**config.mk**
```make
export PLATFORM = sky130hd
export DESIGN_NAME = divide_tokens
export DESIGN_NICKNAME = d
export VERILOG_FILES = /design/src/rtl/divide_tokens.sv
export SDC_FILE = /design/constraint.sdc
export NUM_CORES = 1
export LEC_CHECK = 0
export CORE_UTILIZATION = 35
export CTS_CLUSTER_DIAMETER = 150
export CTS_CLUSTER_SIZE = 12
export DETAILED_ROUTE_END_ITERATION = 6
export DONT_BUFFER_PORTS = 1
export HOLD_SLACK_MARGIN = 0.06
export PLACE_DENSITY = 0.45
export SYNTH_ARGS = -nofsm -noshare
export SYNTH_HDL_FRONTEND = slang
export SYNTH_SLANG_ARGS = --single-unit
```
**constraint.sdc**
```tcl
create_clock -name clk -period 2.1 [get_ports clk]
set_clock_uncertainty 0.1 [all_clocks]
set_input_delay 0.21 -clock clk [delete_from_list [all_inputs] [get_ports clk]]
set_output_delay 0.21 -clock clk [all_outputs]
set_load 0.1 [all_outputs]
```
**src/rtl/divide_tokens.sv**
```systemverilog
// Multi-lane token divider: each lane forwards every Nth '1' token, N programmable 1..MAX_DIV.
// Define DIVIDE_TOKENS_REG_OUT_EN to register b (one cycle of added latency).
module divide_tokens #(
   parameter  int CHANNELS = 4,
   parameter  int MAX_DIV  = 8,
   localparam int DIV_W    = $clog2(MAX_DIV + 1)
) (
   input  logic                clk,
   input  logic                rst,
   input  logic                load,
   input  logic [DIV_W-1:0]    div,
   input  logic [CHANNELS-1:0] a,
   output logic [CHANNELS-1:0] b,
   output logic [DIV_W-1:0]    div_cur
);

   logic [DIV_W-1:0]    div_reg;
   logic [DIV_W-1:0]    div_next;
   logic [DIV_W-1:0]    div_last;
   logic [DIV_W-1:0]    cnt_reg  [CHANNELS];
   logic [DIV_W-1:0]    cnt_next [CHANNELS];
   logic [CHANNELS-1:0] hit;
   logic [CHANNELS-1:0] b_next;

   // Clamp the requested divisor into the legal 1..MAX_DIV range on load.
   always_comb begin
      div_next = div_reg;
      if (load) begin
         if (div == '0)
            div_next = DIV_W'(1);
         else if (div > DIV_W'(MAX_DIV))
            div_next = DIV_W'(MAX_DIV);
         else
            div_next = div;
      end
   end

   assign div_last = div_reg - DIV_W'(1);

   generate
      for (genvar gi = 0; gi < CHANNELS; gi++) begin : g_lane
         // Tokens arriving in a load cycle are dropped and not counted.
         assign hit[gi]      = !load && a[gi] && (cnt_reg[gi] == div_last);
         assign b_next[gi]   = hit[gi] && !rst;
         assign cnt_next[gi] = load    ? '0 :
                               hit[gi] ? '0 :
                               a[gi]   ? cnt_reg[gi] + DIV_W'(1) :
                                         cnt_reg[gi];
      end
   endgenerate

   always_ff @(posedge clk) begin
      if (rst) begin
         div_reg <= DIV_W'(2);
         for (int i = 0; i < CHANNELS; i++)
            cnt_reg[i] <= '0;
      end else begin
         div_reg <= div_next;
         for (int i = 0; i < CHANNELS; i++)
            cnt_reg[i] <= cnt_next[i];
      end
   end

`ifdef DIVIDE_TOKENS_REG_OUT_EN
   logic [CHANNELS-1:0] b_reg;

   always_ff @(posedge clk) begin
      if (rst)
         b_reg <= '0;
      else
         b_reg <= b_next;
   end

   assign b = b_reg;
`else
   assign b = b_next;
`endif

   assign div_cur = div_reg;

endmodule

```
==> impl_metrics.yaml <==
sta:
  total_negative_slack_ns: -0.166
  worst_pin_slew_ns: 0.318
  maximum_clock_frequency_mhz: 464
  rsz0062_at_grt: "yes"
  post-route-period-util_pct: 103
  worst_setup_slack_final_ns: -0.0550
  maxSlewHeadroom_pct: 78.8
  finalSetupViolations: 4
  finalCriticalPeriod_ns: 2.15
  count_of_final_hold_check_violations: 0
  maxSlewViolCount: 0
synthesis:
  syn-instance-count: 112
  synth_fp_nets: 128
  synth-seq-cells: 20
  ys_warn_count: 0
  netlist_area_um2: 1250
  syn-mean-instance-area_um2: 11.2
  netlist_top_cells_area: "dfxtp_1, a211oi_1, xnor2_1"
  synth_cell_types: 26
  synth_largest_area_cell: "dfxtp_1"
  synth.yosys.seq_area_share_pct: 31.9
  synth_top_area_share_pct: 31.9
setup_path:
  timing.critical_path.required_ns: 1.79
  critical_path_buf_inv_count: 3
  endpoint_kind: "output pin"
  path_common_cell: "buf_12"
  cpPeakStageDelay_ns: 0.39
  worstPathArrival_ns: 1.84
  cell_type_of_the_slowest_stage_on_the_worst_timing_path: "dfxtp_4"
  worst_path_dominant_cell_family: "flip-flops"
  startpoint_class: "flip-flop"
  cp_cell_sequence: "inv_2 > ha_4 > buf_12 > xnor2_4 > nor4_4 > and3b_4 > buf_12"
  timing_worst_setup_path_type: "flip-flop to output pin"
  critical_path.max_fanout: 4
detailed_routing:
  vias_per_cell: 4.95
  post-route-drc-count: 0
  routed_wl_um: 2780
  detailroute.via_count: 921
  detail_route.wl_per_cell_um: 15.0
  drt_pre_antenna_iters: 3
  drt-initial-drc-count: 19
  count_of_antenna_violating_nets_left_after_detailed_routing: 0
die:
  dieArea_um2: 3830
  fp-row-count: 21
  starting_density_pct: 37.0
  ioPinCount: 19
  coreArea_um2: 3390
  die-height_um: 61.9
  die_wd_um: 61.9
cts:
  clk_pin_slew_ns: 0.12
  number_of_sinks_driven_by_the_clock_tree: 20
  clock_insertion_delay_worst_skew_ns: 0.30
  clockBufferDepth: 2
  clk_root_buffer_cell: "clkbuf_4"
  tritoncts.num_buffers: 3
  cts_tree: "built"
  h-tree-depth: 1
global_routing:
  grt_max_degree: 17
  grt.overflow.total: 0
  grt_pass1_wl_um: 4600
  grt_antenna_before_repair: 0
  global_route.usage.total_pct: 17.2
  vias_in_the_first_global_route: 998
place:
  placed_cells: 167
  dpl.hpwl_um: 1980
  buffer_ports.inserted: 0
  gp_routability_congestion: 0.764
flow_run:
  timing.max_cap.violations: 0
layout:
  insertedDiodeCount: 0
  num-nets-final: 157
  largest_reg_flops: 16
  layout.filler_cells: 311
  finish.utilization_pct: 51.8
  final_cells: 186
  areaGrowthSynthToFinish_pct: 39.9
  layout-drive-gt1-share_pct: 29.3
power:
  power-per-cell-area_nw_per_um2: 486
  cellLeakagePower_uw: 0.000647
  irDropWorstVdd_mv: 0.205
run_status:
  outcome: "finished with violations"
  violated_checks: "negative setup slack"
worst_hold_path:
  min_path_type: "input pin to flip-flop"
-- routing by layer --
layer | wire, um | GRT usage [%]
met3 | 86 | 3.52
met5 | 0 | 0
met4 | 66 | 7.62
met1 | 1180 | 19.9
met2 | 1440 | 30.7
-- what timing repair did --
item / 4_1_cts / 5_1_grt
gates resized for setup: 0 / 1
setup endpoints to repair: 4 / 4
cloned: 0 / 0
hold endpoints to repair: 14 / 0
setup buffers: 3 / 1
pin swaps: 6 / 3
hold buffers: 11 / 0
-- path summary, 6_finish.rpt --
kind              start             to  slack, ns  depth (start not counted)
min                a[1]  cnt_reg[1][2]       0.08                          3
max          div_cur[0]           b[3]      -0.05                          7
max reg2reg  div_cur[2]     div_cur[2]       0.45                          4
min reg2reg  div_cur[1]     div_cur[1]       0.44                          1
-- placed cells by master, fill, tap and decap left out, types with 2 or more instances in the layout --
| cell type | count |
|---|---|
| a211oi_1 | 16 |
| nor2_1 | 3 |
| buf_12 | 5 |
| xor3_1 | 4 |
| inv_2 | 2 |
| nand2_1 | 5 |
| and3b_4 | 4 |
| xnor2_1 | 8 |
| nand4_1 | 4 |
| xor2_1 | 8 |
| clkbuf_4 | 3 |
| dfxtp_4 | 3 |
| ha_1 | 4 |
| buf_4 | 12 |
| xnor2_4 | 4 |
| xnor3_1 | 4 |
| dfxtp_1 | 16 |
| nor4_4 | 4 |
| dlygate4sd3_1 | 11 |
| nand2b_1 | 4 |
| mux2i_1 | 5 |
-- synthesized netlist by cell type --
cell type,number
nand4_1,4
nor2b_1,1
a221o_1,1
clkbuf_1,1
o21ai_0,1
buf_2,1
dfxtp_1,20
nor3_2,1
mux2i_1,5
nor4_4,2
xor3_1,4
buf_1,2
inv_1,3
xnor3_1,4
a21oi_1,1
nor2_1,3
and3b_1,4
or2_2,1
nand2_1,5
nand2b_1,4
a22oi_1,1
nor4_2,2
xor2_1,8
xnor2_1,12
ha_1,5
a211oi_1,16
-- worst reg2reg max path, delay by kind of cell, from the launching register on --
kind	cells	cell delay, ns
DFF	1	0.40
and+or+nand+nor	1	0.08
AOI/OAI and AO/OA	1	0.14
buffers and inverters	2	0.87
-- kinds of logic (layout without fill, tap and decap cells) --
group | after synthesis | after routing | share of synthesized area, %
adder cells (fa/ha/maj) | 5 | 5 | 4.99
multiplexers | 5 | 5 | 3.99
AO/OA/AOI/OAI | 20 | 20 | 11.8
flip-flops | 20 | 20 | 31.9
XOR/XNOR | 28 | 28 | 28.7
buffers and inverters | 7 | 35 | 2.20
AND/OR/NAND/NOR | 27 | 27 | 16.4
-- power breakdown --
group | leakage [uW] | internal [uW] | switching, uW
Combinational | 0.000467 | 126 | 128
Clock | 0.0000154 | 69.3 | 124
Sequential | 0.000165 | 388 | 16.4
Total | 0.000647 | 584 | 269
-- per-stage QoR --
step	worst slack (ns)	hold WS [ns]	total power (uW)	area, um2
finish	-0.0550	0.0830	852	1750
global route	-0.163	0.0969	907	1750
CTS	-0.0733	0.0721	866	1750
detailed placement	0.256	0.176	635	1580
global placement	0.252	0.172	633	1580
floorplan	-0.121	0.169	607	1410
-- area by class of cell --
cell class              count  area (um2)  share of cell area [%]
clock buffers               3        22.5                    1.28
clock inverters             1        3.75                   0.214
inverters                   3        11.3                   0.642
multi-input cells          85         946                    53.9
flip-flops and latches     20         413                    23.5
well taps                  46        57.6                    3.28
repair buffers             28         300                    17.1
Note: power is estimated with default switching activity, not from simulation.
